## src/rtl/bk_pulse_monitor.sv

```systemverilog
// ---------------------------------------------------------------------------
// bk_pulse_monitor
//   Two-channel breakdown feedback monitor. Each raw feedback line is
//   synchronized, glitch-filtered and its high width measured. Accepted
//   pulses are counted. Out-of-range widths and missing or stuck-high pulses
//   raise sticky faults, which are ORed into a registered alarm.
//
// Ports
//   i_clk_25m        25 MHz clock
//   i_rst_n          asynchronous active-low reset
//   i_bk_pulse[1:0]  raw feedback pulses, asynchronous, bit n = channel n
//   i_clr_fault      one-cycle pulse clearing all sticky faults
//   o_width0/1       last measured high width per channel
//   o_pulse_cnt0/1   accepted pulse count per channel (wraps)
//   o_valid[1:0]     one-cycle strobe when o_widthN updates
//   o_fault_width    sticky width-out-of-range fault per channel
//   o_fault_timeout  sticky missing-pulse / stuck-high fault per channel
//   o_alarm          registered OR of all fault bits
//
// Channel FSM
//   state    | meaning
//   ---------+--------------------------------------------------------------
//   ST_ARM   | after reset: wait for startup delay, then for a low level
//   ST_LOW   | filtered line low, waiting for a rising edge
//   ST_HIGH  | filtered line high, width counter running
// ---------------------------------------------------------------------------
module bk_pulse_monitor #(
    parameter int CNT_W          = 19,
    parameter int FILT           = 4,
    parameter int WIDTH_MIN      = 800,
    parameter int WIDTH_MAX      = 950,
    parameter int PERIOD_TIMEOUT = 300000
) (
    input  logic             i_clk_25m,
    input  logic             i_rst_n,
    input  logic [1:0]       i_bk_pulse,
    input  logic             i_clr_fault,
    output logic [CNT_W-1:0] o_width0,
    output logic [CNT_W-1:0] o_width1,
    output logic [15:0]      o_pulse_cnt0,
    output logic [15:0]      o_pulse_cnt1,
    output logic [1:0]       o_valid,
    output logic [1:0]       o_fault_width,
    output logic [1:0]       o_fault_timeout,
    output logic             o_alarm
);

    typedef enum logic [1:0] {ST_ARM, ST_LOW, ST_HIGH} state_t;

    localparam logic [3:0]       FILT_LAST = 4'(FILT - 1);
    // Synchronizer (2) plus filter (FILT) latency: by then the filtered level
    // reflects the pin as seen after reset.
    localparam logic [4:0]       ARM_CYC   = 5'(FILT + 2);
    localparam logic [CNT_W-1:0] W_MIN     = CNT_W'(WIDTH_MIN);
    localparam logic [CNT_W-1:0] W_MAX     = CNT_W'(WIDTH_MAX);
    localparam logic [CNT_W-1:0] T_MAX     = CNT_W'(PERIOD_TIMEOUT);

    logic [4:0]       start_q, start_d;
    logic             armed;
    logic             alarm_q, alarm_d;
    logic [1:0]       valid_all;
    logic [1:0]       fw_all;
    logic [1:0]       ft_all;
    logic [CNT_W-1:0] width_all [2];
    logic [15:0]      pcnt_all  [2];

    assign armed = (start_q == ARM_CYC);

    always_comb begin
        start_d = start_q;
        if (start_q != ARM_CYC) start_d = start_q + 5'd1;
        alarm_d = |{fw_all, ft_all};
    end

    always_ff @(posedge i_clk_25m or negedge i_rst_n) begin
        if (!i_rst_n) begin
            start_q <= '0;
            alarm_q <= 1'b0;
        end else begin
            start_q <= start_d;
            alarm_q <= alarm_d;
        end
    end

    for (genvar g = 0; g < 2; g++) begin : g_ch
        logic             sync1_q, sync1_d;
        logic             sync2_q, sync2_d;
        logic             filt_q, filt_d;
        logic [3:0]       fcnt_q, fcnt_d;
        state_t           state_q, state_d;
        logic [CNT_W-1:0] wcnt_q, wcnt_d;
        logic [CNT_W-1:0] tcnt_q, tcnt_d;
        logic             done_q, done_d;
        logic             valid_q, valid_d;
        logic [CNT_W-1:0] width_q, width_d;
        logic [15:0]      pcnt_q, pcnt_d;
        logic             fw_q, fw_d;
        logic             ft_q, ft_d;
        logic             rise_acc;
        logic             width_bad;
        logic             hit_t;

        always_comb begin
            sync1_d = i_bk_pulse[g];
            sync2_d = sync1_q;

            // The filtered level flips on the FILT-th consecutive differing
            // sample; any agreeing sample restarts the run.
            filt_d = filt_q;
            fcnt_d = '0;
            if (sync2_q != filt_q) begin
                if (fcnt_q == FILT_LAST) filt_d = sync2_q;
                else                     fcnt_d = fcnt_q + 4'd1;
            end

            state_d  = state_q;
            wcnt_d   = wcnt_q;
            done_d   = 1'b0;
            rise_acc = 1'b0;
            case (state_q)
                ST_ARM: begin
                    if (armed && !filt_q) state_d = ST_LOW;
                end
                ST_LOW: begin
                    if (filt_q) begin
                        state_d  = ST_HIGH;
                        wcnt_d   = CNT_W'(1);
                        rise_acc = 1'b1;
                    end
                end
                ST_HIGH: begin
                    if (!filt_q) begin
                        state_d = ST_LOW;
                        done_d  = 1'b1;
                    end else if (wcnt_q != '1) begin
                        wcnt_d = wcnt_q + CNT_W'(1);
                    end
                end
                default: state_d = ST_ARM;
            endcase

            // Width counter holds through LOW, so it is still valid the
            // cycle after the falling edge when the result is published.
            valid_d   = done_q;
            width_d   = done_q ? wcnt_q : width_q;
            pcnt_d    = done_q ? (pcnt_q + 16'd1) : pcnt_q;
            width_bad = done_q && ((wcnt_q < W_MIN) || (wcnt_q > W_MAX));

            hit_t = 1'b0;
            if (i_clr_fault || rise_acc) begin
                tcnt_d = '0;
            end else begin
                tcnt_d = (tcnt_q != T_MAX) ? (tcnt_q + CNT_W'(1)) : tcnt_q;
                hit_t  = (tcnt_d == T_MAX);
            end

            // A set in the same cycle as a clear must survive.
            fw_d = (fw_q & ~i_clr_fault) | width_bad;
            ft_d = (ft_q & ~i_clr_fault) | hit_t;
        end

        always_ff @(posedge i_clk_25m or negedge i_rst_n) begin
            if (!i_rst_n) begin
                sync1_q <= 1'b0;
                sync2_q <= 1'b0;
                filt_q  <= 1'b0;
                fcnt_q  <= '0;
                state_q <= ST_ARM;
                wcnt_q  <= '0;
                tcnt_q  <= '0;
                done_q  <= 1'b0;
                valid_q <= 1'b0;
                width_q <= '0;
                pcnt_q  <= '0;
                fw_q    <= 1'b0;
                ft_q    <= 1'b0;
            end else begin
                sync1_q <= sync1_d;
                sync2_q <= sync2_d;
                filt_q  <= filt_d;
                fcnt_q  <= fcnt_d;
                state_q <= state_d;
                wcnt_q  <= wcnt_d;
                tcnt_q  <= tcnt_d;
                done_q  <= done_d;
                valid_q <= valid_d;
                width_q <= width_d;
                pcnt_q  <= pcnt_d;
                fw_q    <= fw_d;
                ft_q    <= ft_d;
            end
        end

        assign valid_all[g] = valid_q;
        assign fw_all[g]    = fw_q;
        assign ft_all[g]    = ft_q;
        assign width_all[g] = width_q;
        assign pcnt_all[g]  = pcnt_q;
    end

    assign o_width0        = width_all[0];
    assign o_width1        = width_all[1];
    assign o_pulse_cnt0    = pcnt_all[0];
    assign o_pulse_cnt1    = pcnt_all[1];
    assign o_valid         = valid_all;
    assign o_fault_width   = fw_all;
    assign o_fault_timeout = ft_all;
    assign o_alarm         = alarm_q;

endmodule

```

## config.mk

```make
export PLATFORM = sky130hd
export DESIGN_NAME = bk_pulse_monitor
export DESIGN_NICKNAME = d
export VERILOG_FILES = /design/src/rtl/bk_pulse_monitor.sv
export SDC_FILE = /design/constraint.sdc
export NUM_CORES = 1
export LEC_CHECK = 0
export CAP_MARGIN = 15
export CORE_MARGIN = 5
export CORE_UTILIZATION = 60
export DETAILED_ROUTE_END_ITERATION = 8
export GPL_TIMING_DRIVEN = 0
export HOLD_SLACK_MARGIN = 0.05
export PLACE_DENSITY = 0.87
export SETUP_SLACK_MARGIN = 0.05
export SLEW_MARGIN = 25
export SYNTH_ARGS = -nofsm -noshare
export SYNTH_HDL_FRONTEND = slang
export SYNTH_SLANG_ARGS = --single-unit
```

## constraint.sdc

```tcl
create_clock -name i_clk_25m -period 5.9 [get_ports i_clk_25m]
set_clock_uncertainty 0.15 [all_clocks]
set_input_delay 1.18 -clock i_clk_25m [delete_from_list [all_inputs] [get_ports i_clk_25m]]
set_output_delay 1.18 -clock i_clk_25m [all_outputs]
set_load 0.01 [all_outputs]
```

==> results of run 1 <==
-- worst paths after layout --
path / startpoint / to / cells past startpoint
max: o_pulse_cnt1[3]$_DFFE_PN0P_ / o_pulse_cnt1[3] / 1
min: g_ch[0].sync1_q$_DFF_PN0_ / g_ch[0].sync2_q$_DFF_PN0_ / 0
max reg2reg: g_ch[1].tcnt_q[4]$_DFF_PN0_ / g_ch[1].ft_q$_DFF_PN0_ / 6
min reg2reg: g_ch[0].sync1_q$_DFF_PN0_ / g_ch[0].sync2_q$_DFF_PN0_ / 0
max in group asynchronous: i_rst_n / o_pulse_cnt1[14]$_DFFE_PN0P_ / 2
min in group asynchronous: i_rst_n / o_width0[13]$_DFFE_PN0P_ / 1
-- cells by family after synthesis --
| logic type | count (synthesis) | share of synthesized area |
|---|---|---|
| compound gates | 49 | 0.0397 |
| xor+xnor | 106 | 0.110 |
| fa+ha+maj | 12 | 0.0178 |
| buf+inv | 57 | 0.0327 |
| flops | 178 | 0.529 |
| mux | 45 | 0.0599 |
| simple gates | 333 | 0.210 |
-- per-stage QoR --
stage | std cells | utilization | total power, W
after floorplan | 780 | - | 0.00178
after global placement | 1041 | 0.684 | 0.00200
after detailed placement | 1042 | 0.686 | 0.00202
after CTS | 1074 | 0.727 | 0.00312
after global routing | 1074 | 0.727 | 0.00325
final | 1074 | 0.727 | 0.00310
-- cell usage in the layout, fill, tap and decap left out, drive strengths merged, types with 3 or more instances in the layout --
master	count
dfrtp	178
nor2	88
clkdlybuf4s50	80
xnor2	55
xor2	51
nand2	49
nand3	47
mux2	43
clkbuf	42
nand4	35
nor3	25
inv	23
and3	19
buf	18
o21ai	13
ha	12
nor4	12
a21oi	11
nor3b	8
nor2b	7
nand2b	7
and4	6
nor4b	5
nand3b	5
o211ai	5
clkinv	5
a31oi	4
or2	4
or3	4
and2	3
a211oi	3
-- power breakdown --
group | switching (W) | internal, W | leakage [nW]
sequential | 0.000103 | 0.00133 | 2.42
clock | 0.000469 | 0.000617 | 0.277
combinational | 0.000327 | 0.000252 | 1.71
-- layer usage --
metal / share of wire / track usage
met3: 0.043 / 0.0589
met2: 0.50 / 0.357
met1: 0.44 / 0.301
met4: 0.020 / 0.0787
met5: 0 / 0
-- layout make-up --
type                       count  area (µm²)  share of cell area
tap                          180         225              0.0224
sequential                   178        4450               0.443
timing repair buffer          82         843              0.0838
clock buffer                  22         474              0.0471
multi-input combinational    545        3690               0.367
inverter                      21        78.8             0.00784
buffer                        36         196              0.0195
clock inverter                10        98.8             0.00983
-- sequential cells by signal, indices dropped and copies added, names as in the netlist --
signal,cells
g_ch.fw_q,2
g_ch.ft_q,2
g_ch.done_q,2
g_ch.filt_q,2
o_pulse_cnt0,16
g_ch.tcnt_q,38
g_ch.wcnt_q,38
o_pulse_cnt1,16
g_ch.fcnt_q,8
g_ch.state_q,4
g_ch.sync1_q,2
g_ch.valid_q,2
o_alarm,1
o_width1,19
g_ch.sync2_q,2
start_q,5
o_width0,19
==> run summary, run 1 <==
The run finished with clean final reports. The run gives 0 ns as the setup TNS. The repair_antennas step left the layout with diodes totalling 0. The finished cells cover 10100 µm².

The run gives 0.261 as the headroom to the max-slew limit. TritonCTS built the clock tree. 82 I/O pins were placed. The synthesized area per cell works out to 10.8 µm².

Worst slack at placement: 2.75 ns. Setup slack on the worst reg-to-reg path comes out at 3.20 ns. The number of detailed-route iterations in the first pass came out at 5. The top fanout value on the critical path works out to 7.

The width of the chip was 128 µm. The run gives 6209 as the number of global-route vias before repair. The register clock-pin slew on the reported worst setup and hold paths is 0.06 ns. The antenna violation net count after detailed routing was 0; the power density of the placed cells was 308 nW/µm². Among cell families on the critical path, the largest total delay comes from buffers and inverters.

The biggest area consumer among synthesized cells is sky130_fd_sc_hd__dfrtp_1. The final-report hold violation count was 0; the number of antenna violations at the first check in global routing was 0. At the pin with the least slew margin, the transition time is 1.10 ns. The max-capacitance violation count came out at 0.

The count of pins over their slew limit came out at 0. Predominant post-synthesis flop cell: sky130_fd_sc_hd__dfrtp_1. The smallest clock period supported by the final layout is computed as 2.81 ns.

The flip-flop and latch count after synthesis is 178. The share of final-layout standard cells stronger than drive strength 1 is 0.117, and the combined buffer and inverter count along the critical path is 1. The data required time at the worst endpoint was 4.57 ns; the layout-stage area growth over the synthesis result was 19.5%. The tools report the initial core utilization as 0.609. After filler insertion, the fill cell instance count of the layout stands at 896.

After legalization and detailed placement, the total HPWL measured 11500 µm. The post-CTS setup repair buffer count came out at 0. The number of distinct library cells after synthesis was 60.

The async set-or-reset flop fraction in the synthesized netlist works out to 1.00. The largest single stage delay on the critical path is 0.58 ns. The run gives 0.225 as the overall fraction of global-route tracks in use.

The run gives 0 as the post-detailed-route DRC marker count. The setup path with the least slack is of type reg -> out. The final clock period utilization by the worst path is 0.476.

The worst voltage drop across the vdd grid was 283 µV. The largest individual stage delay along the critical path comes from the cell sky130_fd_sc_hd__clkdlybuf4s50_1. The root buffer cell chosen for the clock tree is sky130_fd_sc_hd__clkbuf_16.

Input and output buffers added on the ports amount to 81. The clock tree buffer depth was 2; the net count of the finished layout was 898. The floorplan core area was 13800 µm²; the number of sinks handled by clock tree synthesis was 178.

The synthesized design contains 0 enable-type register cells. The first global-routing pass estimated 29800 µm of wire. For the final wirelength, the log shows 17500 µm. The area share of the leading cell type in the synthesized netlist came out at 0.529. In this run the cell area of the synthesized design comes to 8420 µm².

The commonest cells after synthesis are sky130_fd_sc_hd__dfrtp_1, sky130_fd_sc_hd__nor2_1, sky130_fd_sc_hd__xnor2_1, sky130_fd_sc_hd__xor2_1, sky130_fd_sc_hd__nand2_1. After technology mapping, the gate count stands at 780. The tools report the overall die area as 16500 µm². The floorplan step set the die height to 128 µm. The first routing iteration left 609 violations. Endpoint type of the worst setup path: a primary output. The average routed wire per standard cell is 16.3 µm, and the detailed-route via count is 6181. Setup repair after global routing left no endpoint under its margin. After floorplanning, the core was divided into 43 placement rows. The number of nets in the synthesized netlist is 797. The static power due to leakage was 4.41 nW; the part of the Yosys area used for sequential elements was 0.529. The arrival time at the worst endpoint is 1.48 ns. The placer's final routability congestion estimate came out at 0.887. Post-CTS repair changed the size of 0 cells. The leading cell type by number of instances after synthesis is sky130_fd_sc_hd__dfrtp_1. In this run the number of H-tree levels came out at 4. The maximum clock frequency was 0.356 GHz. The worst setup path is launched from a flip-flop. In this run the worst hold path is classified as reg -> reg.

The logs give 0 for the leftover overflow at the end of global routing and 0 for the number of endpoints failing setup at the final stage. The total CTS buffers is 17. At the later pin of the worst-skew pair, clock insertion delay measures 0.44 ns. The logs give 0 for the number of warnings printed during yosys synthesis and 9490 µm² for the total placed instance area. In the routed layout, each cell is associated on average with a via count of 5.76. After synthesis, the cell types taking the most area are sky130_fd_sc_hd__dfrtp_1, sky130_fd_sc_hd__xnor2_1, sky130_fd_sc_hd__mux2_2. The number of hold buffers added after CTS was 0. Traced cell by cell, the critical path runs through clkdlybuf4s50_1.

Worst hold margin: 0.198 ns. The tools report the worst path setup slack after routing as 3.09 ns. For the pin count of the biggest net entering global routing, the log shows 98.
(Power assumes the default switching activity.)
==> inputs of run 2 (changes only) <==
CORE_UTILIZATION = 57   (was 60)
PLACE_DENSITY = 0.84   (was 0.87)
clock period = 2.7 ns   (was 5.9 ns; I/O delays follow)
==> run summary, run 2 (same netlist as run 1, synthesis figures left out) <==
The run finished with clean final reports. TritonCTS built the clock tree. The tools report the worst flop-to-flop path startpoint as g_ch[0].tcnt_q[1]$_DFF_PN0_.

The tools report the clock tree buffer depth as 2 (unchanged). The tools report the count of boundary I/O pins as 82 (unchanged). For the H-tree depth, the log shows 4 (unchanged). The tools report the final-report hold violation count as 0 (unchanged). Cell with the largest stage delay on the worst path: sky130_fd_sc_hd__or4b_1. Static timing analysis puts the maximum clock frequency at 0.395 GHz. The combined buffer and inverter count along the critical path was 1 (unchanged). Detailed-route via count: 6203 (+0.36%).

The tools report the overall die area as 17300 µm² (+4.8%). For the number of detailed-route iterations in the first pass, the log shows 5 (unchanged). The share of final-layout standard cells stronger than drive strength 1 is 0.129 (+0.0117), and the static power due to leakage is 4.43 nW (+0.56%).

The logs give 14500 µm² (+5.1%) for the floorplan core area and 0 (unchanged) for the post-detailed-route DRC marker count. Average routed wire per standard cell: 16.2 µm (-0.62%). The top fanout value on the critical path works out to 6 (-1).

The cell depth of the worst hold path is 0 (unchanged). For the final instance count without filler cells, the log shows 1082 (+0.74%). The placer's final routability congestion estimate was 0.874 (-1.5%); the number of diodes was 0 (unchanged).

The number of sinks handled by clock tree synthesis came out at 178 (unchanged). The data required time at the worst endpoint was 2.87 ns (-1.70 ns); the cell count after placement was 1046 (+0.38%). The power consumption is 0.00687 W (+120%).

Number of antenna violations at the first check in global routing: 0 (unchanged). Antenna violation net count after detailed routing: 0 (unchanged). The worst setup path is launched from a flip-flop. The worst voltage drop across the vdd grid is 470 µV (+66%), and the max-capacitance violation count is 0 (unchanged). The number of endpoints failing setup at the final stage was 0 (unchanged). The largest registers in the layout are g_ch.tcnt_q (38), g_ch.wcnt_q (38). The count of pins over their slew limit came out at 0 (unchanged). For the headroom to the max-slew limit, the log shows 0.435 (+0.174). The net count of the finished layout came out at 902 (+0.45%). Register clock-pin slew on the reported worst setup and hold paths: 0.06 ns (about the same). The tools report the leftover overflow at the end of global routing as 0 (unchanged). The final clock period utilization by the worst path was 0.938. The depth of the worst register-to-register path works out to 8 (+2). The summed area of non-filler cells in the final layout was 10200 µm² (+0.95%); the initial core utilization was 0.579 (-0.0296). Endpoint of the lowest-slack register-to-register path: g_ch[0].ft_q$_DFF_PN0_. Leaving out fill and tap cells, the most frequent cells in the layout are sky130_fd_sc_hd__dfrtp_1, sky130_fd_sc_hd__nor2_1, sky130_fd_sc_hd__clkdlybuf4s50_1. The run gives 11500 µm (+0.21%) as the half-perimeter wire length of the detailed placement result.

The type of the worst setup path was reg -> reg. The run gives 9490 µm² (about the same) as the total placed instance area. The share of the core filled with cells came out at 0.699 (-0.0288). The tools report the clock latency reported for the late side of the worst-skew pair as 0.43 ns (about the same). Hold path startpoint: g_ch[0].sync1_q$_DFF_PN0_.

The worst hold path belongs to the class reg -> reg. The top cell family by delay on the critical path is simple AND/OR/NAND/NOR gates. The detailed-route vias per instance was 5.73 (-0.39%); the number of global-route vias before repair was 5954 (-4.1%). For the count of standard-cell rows, the log shows 44 (+2.3%). For the number of filler cells placed in the layout, the log shows 1067 (+19%). The total CTS buffers is 17 (unchanged). The worst hold path terminates at g_ch[0].sync2_q$_DFF_PN0_. The run gives 0.17 ns (-3.03 ns) as the worst setup slack for register-to-register paths.

The count of buffers inserted at the top-level ports works out to 81 (unchanged). The overall fraction of global-route tracks in use is 0.203 (-0.0212), and the slew at the pin closest to its max-slew limit is 0.836 ns (-0.263 ns). Setup repair after global routing left no endpoint under its margin. The layout-stage area growth over the synthesis result is 20.6%, and the global-route wire length before repair is 29700 µm (-0.53%).

For the sequential cell area, the log shows 4450 µm² (unchanged). The tools report the pin count of the biggest net entering global routing as 97 (-1.0%). The maximum cell stage delay along the critical path came out at 0.49 ns (-0.09 ns). STA classifies the critical path endpoint as a flip-flop. Width of the chip: 132 µm (+2.4%). The cell at the root of the clock tree is sky130_fd_sc_hd__clkbuf_16. The power density of the placed cells was 677 nW/µm² (+120%); the iteration-0 DRC count of the detailed router was 624 (+2.5%).

Walking the worst path, the cells encountered are inv_1, ha_1, nor4bb_1, nand4_1, o21ai_2, nand4b_1, or4b_1, o32ai_1. The clock period could shrink to 2.53 ns. The most frequent standard cell in the layout excluding fill and tap cells was sky130_fd_sc_hd__dfrtp_1.

The area of the multi-input gates was 3730 µm² (+1.1%). The final wirelength was 17500 µm (+0.12%); the arrival time at the worst endpoint was 2.70 ns (+1.22 ns). The vertical die dimension is 132 µm (+2.4%).
==> run 2: final cells by class <==
class | instances | area share
Clock buffer | 23 | 0.0481
Multi-Input combinational cell | 545 | 0.367
Clock inverter | 9 | 0.0102
Timing Repair Buffer | 86 | 0.0863
Buffer | 36 | 0.0193
Tap cell | 184 | 0.0227
Sequential cell | 178 | 0.439
Inverter | 21 | 0.00776
==> run 2: worst max-delay path by stage <==
stage,from,cells past startpoint,to
2_1_floorplan,g_ch[1].tcnt_q[1]$_DFF_PN0_,8,g_ch[1].ft_q$_DFF_PN0_
3_3_place_gp,i_rst_n,1,o_pulse_cnt1[13]$_DFFE_PN0P_
3_5_place_dp,g_ch[0].tcnt_q[0]$_DFF_PN0_,8,g_ch[0].ft_q$_DFF_PN0_
4_1_cts,g_ch[0].tcnt_q[0]$_DFF_PN0_,8,g_ch[0].ft_q$_DFF_PN0_
5_1_grt,g_ch[0].tcnt_q[2]$_DFF_PN0_,7,g_ch[0].ft_q$_DFF_PN0_
6_report,g_ch[0].tcnt_q[1]$_DFF_PN0_,8,g_ch[0].ft_q$_DFF_PN0_
==> run 2: power by group <==
group / switching, W / internal (W) / total, W / leakage [nW]
clock network: 0.000992 / 0.00146 / 0.00245 / 0.289
registers: 0.000239 / 0.00290 / 0.00314 / 2.42
logic: 0.000721 / 0.000560 / 0.00128 / 1.72
total: 0.00195 / 0.00492 / 0.00687 / 4.43
==> run 2: metal layers <==
layer | vias up | global-route usage | share of wire | routed length (µm)
met5 | - | 0 | 0 | 0
met4 | 0 | 0.0629 | 0.018 | 314
met3 | 32 | 0.0386 | 0.045 | 779
met2 | 183 | 0.330 | 0.50 | 8730
met1 | 3070 | 0.280 | 0.44 | 7650
li1 | 2918 | - | - | -
==> run 2: stage by stage <==
stage | setup slack [ns] | hold slack (ns) | TNS (ns)
after global placement | -6.25 | 0.186 | -1108.70
after CTS | 0.0947 | 0.199 | 0
after global routing | 0.0515 | 0.203 | 0
final | 0.167 | 0.199 | 0
after floorplan | 0.370 | 0.0944 | 0
after detailed placement | 0.115 | 0.185 | 0
==> run 2: repair_timing <==
item                                    in CTS  in global routing
hold buffers                                 1                  0
pin swaps                                    0                  1
setup buffers                                0                  3
gates resized for setup                      1                  9
hold endpoints to repair                    82                  0
endpoints found under the setup margin       1                 25
==> run 2: worst reg2reg max path, cell delays in order (launching register included) <==
cell and delay, ns:
sky130_fd_sc_hd__dfrtp_1 0.45, sky130_fd_sc_hd__inv_1 0.12, sky130_fd_sc_hd__ha_1 0.17, sky130_fd_sc_hd__nor4bb_1 0.30, sky130_fd_sc_hd__nand4_1 0.18, sky130_fd_sc_hd__o21ai_2 0.19
sky130_fd_sc_hd__nand4b_1 0.13, sky130_fd_sc_hd__or4b_1 0.49, sky130_fd_sc_hd__o32ai_1 0.25
